[src/rtl/fifo_rd_stream.sv]
// ---------------------------------------------------------------------------
// fifo_rd_stream
// Read-side drain engine for the dual-clock FIFO (read clock domain).
// Issues FIFO reads against the registered empty flag, absorbs the FIFO's
// one-cycle read latency and delivers beats on a valid/ready stream through
// a 2-entry buffer with registered m_valid/m_data.
//
// Optional feature: define FIFO_RD_STREAM_CNT_EN to add the beat_cnt port,
// a CW-bit wrapping count of accepted output beats.
// ---------------------------------------------------------------------------

// Property checker for the credit scheme of fifo_rd_stream.
module fifo_rd_stream_chk #(
    parameter int CW = 16
) (
    input logic       clk,
    input logic       rst_n,
    input logic       push,
    input logic       pop,
    input logic [1:0] occ
);

    // A capture into a full buffer that is not draining would lose data.
    a_no_overflow: assert property (@(posedge clk) disable iff (!rst_n)
        !(push && (occ == 2'd2) && !pop));

    // Buffered beats plus the read in flight never exceed the buffer depth.
    a_credit: assert property (@(posedge clk) disable iff (!rst_n)
        (({1'b0, occ} + {2'b00, push}) <= 3'd2));

    // The beat counter needs at least one bit.
    a_cw_legal: assert property (@(posedge clk) (CW >= 1));

endmodule

module fifo_rd_stream #(
    parameter int DW = 8,
    parameter int CW = 16
) (
    input  logic          r_clk,
    input  logic          r_rst_n,
    input  logic          en,
    input  logic          fifo_empty,
    output logic          fifo_r_en,
    input  logic [DW-1:0] fifo_r_data,
    output logic          m_valid,
    output logic [DW-1:0] m_data,
    input  logic          m_ready,
    output logic [1:0]    buf_lvl
`ifdef FIFO_RD_STREAM_CNT_EN
    ,
    output logic [CW-1:0] beat_cnt
`endif
);

    // ------------------------------------------------------------------
    // State
    // ------------------------------------------------------------------
    logic          run_r;        // goes high one edge after reset release
    logic          inflight_r;   // a FIFO read was accepted last cycle
    logic [1:0]    occ_r;        // buffer occupancy, 0..2
    logic          head_r;       // entry presented on m_data
    logic          tail_r;       // entry written by the next capture
    logic [DW-1:0] mem_r [2];    // buffer storage
    logic          m_valid_r;
    logic [DW-1:0] m_data_r;

    // ------------------------------------------------------------------
    // Next-state signals
    // ------------------------------------------------------------------
    logic          pop_s;
    logic          push_s;
    logic [2:0]    credit_s;
    logic          rd_en_s;
    logic [1:0]    occ_nxt_s;
    logic          head_nxt_s;
    logic          tail_nxt_s;
    logic          m_valid_nxt_s;
    logic [DW-1:0] m_data_nxt_s;

    // Read issue: only request a beat if it is guaranteed a buffer slot,
    // counting the read already in flight and the pop happening this cycle.
    always_comb begin
        pop_s    = m_valid_r && m_ready;
        push_s   = inflight_r;
        credit_s = {1'b0, occ_r} + {2'b00, inflight_r} - {2'b00, pop_s};
        if (run_r && en && !fifo_empty && (credit_s < 3'd2)) begin
            rd_en_s = 1'b1;
        end else begin
            rd_en_s = 1'b0;
        end
    end

    // Occupancy and pointer update from the push/pop pair.
    always_comb begin
        case ({push_s, pop_s})
            2'b10:   occ_nxt_s = occ_r + 2'd1;
            2'b01:   occ_nxt_s = occ_r - 2'd1;
            2'b11:   occ_nxt_s = occ_r;
            2'b00:   occ_nxt_s = occ_r;
            default: occ_nxt_s = occ_r;
        endcase
        head_nxt_s    = head_r ^ pop_s;
        tail_nxt_s    = tail_r ^ push_s;
        m_valid_nxt_s = (occ_nxt_s != 2'd0);
    end

    // Next output word is the post-update head entry; a capture landing on
    // that entry this cycle must bypass storage so m_data is never stale.
    always_comb begin
        if (push_s && (tail_r == head_nxt_s)) begin
            m_data_nxt_s = fifo_r_data;
        end else begin
            m_data_nxt_s = mem_r[head_nxt_s];
        end
    end

    // Start-up gate and read-latency tracking.
    always_ff @(posedge r_clk or negedge r_rst_n) begin
        if (!r_rst_n) begin
            run_r      <= 1'b0;
            inflight_r <= 1'b0;
        end else begin
            run_r      <= 1'b1;
            inflight_r <= rd_en_s;
        end
    end

    // Buffer pointers, occupancy and the registered output stage.
    always_ff @(posedge r_clk or negedge r_rst_n) begin
        if (!r_rst_n) begin
            occ_r     <= 2'd0;
            head_r    <= 1'b0;
            tail_r    <= 1'b0;
            m_valid_r <= 1'b0;
            m_data_r  <= {DW{1'b0}};
        end else begin
            occ_r     <= occ_nxt_s;
            head_r    <= head_nxt_s;
            tail_r    <= tail_nxt_s;
            m_valid_r <= m_valid_nxt_s;
            m_data_r  <= m_data_nxt_s;
        end
    end

    // Buffer storage: capture FIFO read data at the tail.
    always_ff @(posedge r_clk or negedge r_rst_n) begin
        if (!r_rst_n) begin
            mem_r[0] <= {DW{1'b0}};
            mem_r[1] <= {DW{1'b0}};
        end else if (push_s) begin
            mem_r[tail_r] <= fifo_r_data;
        end else begin
            mem_r[0] <= mem_r[0];
            mem_r[1] <= mem_r[1];
        end
    end

`ifdef FIFO_RD_STREAM_CNT_EN
    logic [CW-1:0] beat_cnt_r;

    // Accepted-beat counter, wraps naturally at 2^CW.
    always_ff @(posedge r_clk or negedge r_rst_n) begin
        if (!r_rst_n) begin
            beat_cnt_r <= {CW{1'b0}};
        end else if (pop_s) begin
            beat_cnt_r <= beat_cnt_r + {{(CW-1){1'b0}}, 1'b1};
        end else begin
            beat_cnt_r <= beat_cnt_r;
        end
    end

    assign beat_cnt = beat_cnt_r;
`endif

    assign fifo_r_en = rd_en_s;
    assign m_valid   = m_valid_r;
    assign m_data    = m_data_r;
    assign buf_lvl   = occ_r;

    fifo_rd_stream_chk #(
        .CW (CW)
    ) u_chk (
        .clk   (r_clk),
        .rst_n (r_rst_n),
        .push  (push_s),
        .pop   (pop_s),
        .occ   (occ_r)
    );

endmodule

[config.mk]
export PLATFORM = sky130hd
export DESIGN_NAME = fifo_rd_stream
export DESIGN_NICKNAME = d
export VERILOG_FILES = /design/src/rtl/fifo_rd_stream.sv
export SDC_FILE = /design/constraint.sdc
export NUM_CORES = 1
export LEC_CHECK = 0
export BUFFER_PORTS_ARGS = -buffer_cell sky130_fd_sc_hd__buf_2
export CAP_MARGIN = 15
export CORE_MARGIN = 2
export CORE_UTILIZATION = 49
export CTS_CLUSTER_SIZE = 24
export DETAILED_ROUTE_END_ITERATION = 7
export GPL_ROUTABILITY_DRIVEN = 1
export PLACE_DENSITY = 0.73
export SLEW_MARGIN = 10
export SYNTH_ARGS = -nofsm -noshare
export SYNTH_HDL_FRONTEND = slang
export SYNTH_HIERARCHICAL = 1
export SYNTH_SLANG_ARGS = --single-unit
[constraint.sdc]
create_clock -name r_clk -period 2.2 [get_ports r_clk]
set_input_delay 0.33 -clock r_clk [delete_from_list [all_inputs] [get_ports r_clk]]
set_output_delay 0.33 -clock r_clk [all_outputs]
set_load 0.05 [all_outputs]
After elaboration in Yosys (flattened, before gate mapping):

Index checks and enable logic that the tools add are counted.

* register bits after elaboration: 31
* bits of input ports: 13
* output and inout port bits: 12
* logic and storage cells: 44

* add/sub/neg operators: 4
* magnitude comparators: 4
* equal/unequal tests: 4
* multiplexer cells: 9
* bitwise gates (word level): 4
* reductions and logical operators: 10

Operator list (count)
* two-way mux 8 bit: 5
* bitwise mux 16 bit: 1
* demux 8 bit (select 1 bit): 1
* logical AND 1 bit: 6
* one-hot mux 2 bit (3 select lines): 1
* equality test 2 bit, second input constant: 2
* >= comparator 2 bit, second input constant: 2
* NOT 1 -> 2 bit: 2
* adder 2 x 1 -> 3 bit: 1
* < comparator 3 x 2 -> 1 bit, second input constant: 1
* subtractor 3 x 1 -> 3 bit: 1
* adder 2 x 1 -> 2 bit, second input constant: 1
* equality test 2 x 1 -> 1 bit, second input constant: 1
* logical NOT 2 bit: 1
* < comparator 2 x 1 -> 1 bit, second input constant: 1
* nonzero test 2 bit: 1
* OR reduction 2 bit: 1
* subtractor 2 x 1 -> 2 bit, second input constant: 1
* XOR 1 bit: 2
* equality test 1 bit: 1
* logical NOT 1 bit: 1
* two-way mux 1 bit: 1

Logic depth before layout (Yosys ltp):

* word-level depth: 7
* mapped depth: 9
* depth with buffers taken out: 7

Worst setup path before layout:

No wires, ideal clock.

* kind: register to output
* start point: register inflight_r
* end point: output port fifo_r_en
* arrival: 2.516 ns
* data required time: 1.870 ns
* slack: -0.646 ns
* cell stages (with the launch flop): 10
* cells stage by stage: dfrtp_1 buf_2 buf_2 buf_2 xnor2_1 ha_1 inv_1 fa_1 nand4b_1 nor2_1

* longest elaborated chain between the ends: 5

RTL lines
* start, declared: RTL line 60 `logic inflight_r;`
* start signal, assigned: RTL line 125 `inflight_r <= rd_en_s;`
* adder 2 x 1 -> 3 bit: RTL line 86 `credit_s = {1'b0, occ_r} + {2'b00, inflight_r} - {2'b00, pop_s};`
* subtractor 3 x 1 -> 3 bit: RTL line 86
* < comparator 3 x 2 -> 1 bit: RTL line 87 `if (run_r && en && !fifo_empty && (credit_s < 3'd2)) begin`
* logical AND 1 bit: RTL line 87
* two-way mux 1 bit: RTL line 87
* end, declared: RTL line 44 `output logic fifo_r_en,`

No other way between the ends.

Worst setup path in the final report:

* start point: register m_valid_r (netlist: m_valid)
* end point: output port fifo_r_en

* longest elaborated chain between the ends: 5

RTL lines
* start, declared: RTL line 65 `logic m_valid_r;`
* start signal, assigned: RTL line 141 `m_valid_r <= m_valid_nxt_s;`
* logical AND 1 bit: RTL line 84 `pop_s = m_valid_r && m_ready;`
* subtractor 3 x 1 -> 3 bit: RTL line 86
* < comparator 3 x 2 -> 1 bit: RTL line 87
* logical AND 1 bit: RTL line 87
* two-way mux 1 bit: RTL line 87

No other way between the ends.

==> metrics.log <==
INFO  metric tritoncts = built
INFO  metric syn_inst = 128
INFO  metric critPathLaunch = m_valid
INFO  metric stdcell_area = 1755 sq um
INFO  metric unrepaired_setup_endpoints_after_global_routing = yes
INFO  metric regArea = 777.0 sq um
INFO  metric r2r_setup_slk = 0.40 ns
INFO  metric final.hold.worst_slack = 0.01219 ns
INFO  metric htree_levels = 2
INFO  metric fp.dieArea = 3525 sq um
INFO  metric maxSlewViolCount = 0
INFO  metric outcome = complete, but fails checks
INFO  metric ys_warn_count = 6
INFO  metric layout_commonest_cell = dfrtp_1
INFO  metric worstRegToRegCells = 8
INFO  metric power.ir.vdd_worst = 0.0007160 V
INFO  metric cp.required = 1.87 ns
INFO  metric largest_net_degree_at_the_start_of_global_routing = 32
INFO  metric fin_total_pwr = 0.002837 W
INFO  metric chipWidth = 59.38 um
INFO  metric cts_buffer_depth = 2
INFO  metric core_region_area = 2978 sq um
INFO  metric start_kind = flop
INFO  metric gpl.final_weighted_congestion = 0.7105
INFO  metric fin_ws = -0.2525 ns
INFO  metric final_antenna_violating_net_count = 0
INFO  metric drv.max_cap_violation_count = 0
INFO  metric max_slew_margin = 56.22%
INFO  metric worstSetupEndpointType = primary output
INFO  metric leakagePower = 0.7902 nW
INFO  metric synth_cell_type_count = 25
INFO  metric ys_seq_area_share = 51.62%
INFO  metric mostFrequentLayoutCells = 30 x dfrtp_1, 23 x buf_2, 17 x mux2_2
INFO  metric cts-root-buf = clkbuf_4
INFO  metric post-place-ws = -0.02662 ns
INFO  metric io_pins = 25
INFO  metric vias_in_the_first_global_route = 1072
INFO  metric overall_routed_net_length = 2822 um
INFO  metric grt_antenna_before_repair = 0
INFO  metric overflow = 0
INFO  metric syn_area_per_cell = 11.74 sq um
INFO  metric hp-class = input pin to asynchronous set/reset pin
INFO  metric setup.worst_path.end = fifo_r_en
INFO  metric crit_path_max_fanout = 2
INFO  metric cts_sinks = 31
INFO  metric rr_startpoint = m_valid
INFO  metric route.detailed.drc = 0
INFO  metric crit-reg2reg-capture = inflight_r
INFO  metric instances_no_fill = 189
INFO  metric cell_total_after_placement = 180
INFO  metric grt_first_pass_wirelength = 4864 um
INFO  metric clkTransAtPathRegs = 0.10 ns
INFO  metric placed_area = 1660 sq um
INFO  metric initial_core_util = 50.46%
INFO  metric drt-wirelength-per-cell = 14.93 um
INFO  metric routed-via-count = 1059
INFO  metric critical_path_arrival = 2.12 ns
INFO  metric layout_cells_sized_above_1 = 40.38%
INFO  metric final_nets = 172
INFO  metric final-setup-viol-count = 1
INFO  metric multiInputGateArea = 681.9 sq um
INFO  metric area_delta_synth_final = 16.82%
INFO  metric worst-slew-pin-transition = 0.6568 ns
INFO  metric power.density_cell_area = 1616 nW/um^2
INFO  metric violations_in_the_final_reports = negative setup slack
INFO  metric post-dp-hpwl = 1977 um
INFO  metric dr.first_iter.drc_count = 23
INFO  metric globalRouteTotalUtil = 18.87%
INFO  metric detail_route.first_pass.iterations = 4
INFO  metric fin_crit = 2.452 ns
INFO  metric synth.ff_latch_count = 31
INFO  metric timing.final.hold_violations = 0
INFO  metric period_share = 111.5%
INFO  metric critPathKind = flop to primary output
INFO  metric worstSkewPairLatency = 0.33 ns
INFO  metric numCtsBuffers = 5
INFO  metric maxClockFrequency = 407.8 MHz
INFO  metric vias_per_cell = 5.603
INFO  metric fillers = 274
INFO  metric num_antenna_cells = 0
INFO  metric buffer_ports.inserted = 24
INFO  metric synthesis.area = 1503 sq um
INFO  metric synthesis.nets = 145
INFO  metric worst_clock_skew = 0.01056 ns
INFO  metric fp_rows = 20
INFO  metric die-height = 59.38 um
-- synth_stat cells --
cell type | instances | area (sq um)
xor2_4 | 1 | 27.53
dfrtp_1 | 31 | 775.7
ha_1 | 3 | 37.54
or2_2 | 1 | 6.260
nor2_1 | 3 | 11.26
nor2b_1 | 8 | 50.05
clkbuf_1 | 4 | 15.01
nand2b_1 | 1 | 6.260
conb_1 | 1 | 3.750
buf_6 | 2 | 22.52
and2_1 | 1 | 6.260
fa_1 | 1 | 20.02
a32oi_1 | 8 | 70.07
nand2_2 | 1 | 6.260
mux2i_1 | 2 | 20.02
nand3_1 | 8 | 40.04
inv_1 | 3 | 11.26
xor2_1 | 1 | 8.760
inv_2 | 1 | 3.750
xnor2_1 | 2 | 17.52
nand2_1 | 9 | 33.78
mux2_2 | 17 | 191.4
nand4b_1 | 1 | 8.760
buf_2 | 3 | 15.01
o22ai_1 | 15 | 93.84
-- repair_timing --
| item | CTS | global route |
|---|---|---|
| hold buffers | 0 | 0 |
| pin swaps | 1 | 3 |
| buffers inserted | 0 | 1 |
| resized for setup | 3 | 2 |
| setup endpoints to repair | 1 | 1 |
-- how the worst min path moves through the flow --
stage | startpoint | endpoint | cells after the start
2_1_floorplan | r_rst_n | buf_lvl[0] | 0
3_3_place_gp | r_rst_n | mem_r[3] | 1
3_5_place_dp | r_rst_n | m_data[3] | 1
4_1_cts | r_rst_n | mem_r[2] | 1
5_1_grt | r_rst_n | mem_r[11] | 1
6_report | r_rst_n | mem_r[7] | 1
-- layer usage --
layer	up-vias	GRT usage [%]	wire, um	part of all wire (%)
li1	509	-	-	-
met1	528	21.94	1149	41
met2	17	32.50	1509	53
met3	5	5.240	125	4.4
met4	0	7.792	36	1.3
met5	-	0	0	0
-- logic make-up after synthesis --
| group | synth area share, % |
|---|---|
| adders and majority gates | 3.830 |
| AOI/OAI and AO/OA | 10.91 |
| xor gates and xnor gates | 3.581 |
| muxes | 14.07 |
| buffers and inverters | 4.495 |
| other | 0.2496 |
| DFF | 51.62 |
| and+or+nand+nor | 11.24 |
-- through the flow --
stage                     util, %  TNS [ns]
after global routing        58.95   -0.3466
after detailed placement    55.76  -0.02662
final                       58.95   -0.2525
after CTS                   58.40   -0.2705
after floorplan                 -   -0.1543
after global placement      55.76         0
-- area by class of cell --
| type | count | area share [%] |
|---|---|---|
| flip-flops and latches | 31 | 44.26 |
| multi-input cells | 84 | 38.85 |
| repair buffers | 29 | 9.551 |
| clock buffers | 7 | 3.706 |
| well taps | 33 | 2.352 |
| inverters | 4 | 0.8553 |
| clock inverters | 1 | 0.4277 |
-- where the power goes --
part	internal, W	total [W]	switching (W)
Clock	0.000187	0.000385	0.000199
Sequential	0.000832	0.000998	0.000165
Combinational	0.000571	0.00145	0.000883
-- registers in the layout, indices dropped and copies added (netlist names) --
signal and count:
inflight_r 1, tail_r 1, m_valid 1, m_data 8
head_r 1, mem_r 16, run_r 1, buf_lvl 2
-- critical path: stages, from the launching register on --
cell,delay [ns]
dfrtp_2,0.43
nand2_4,0.07
xnor2_2,0.11
ha_2,0.19
inv_2,0.04
fa_1,0.47
nand4b_1,0.17
nor2_4,0.17
buf_8,0.15
Power figures use the tool's default switching activity.
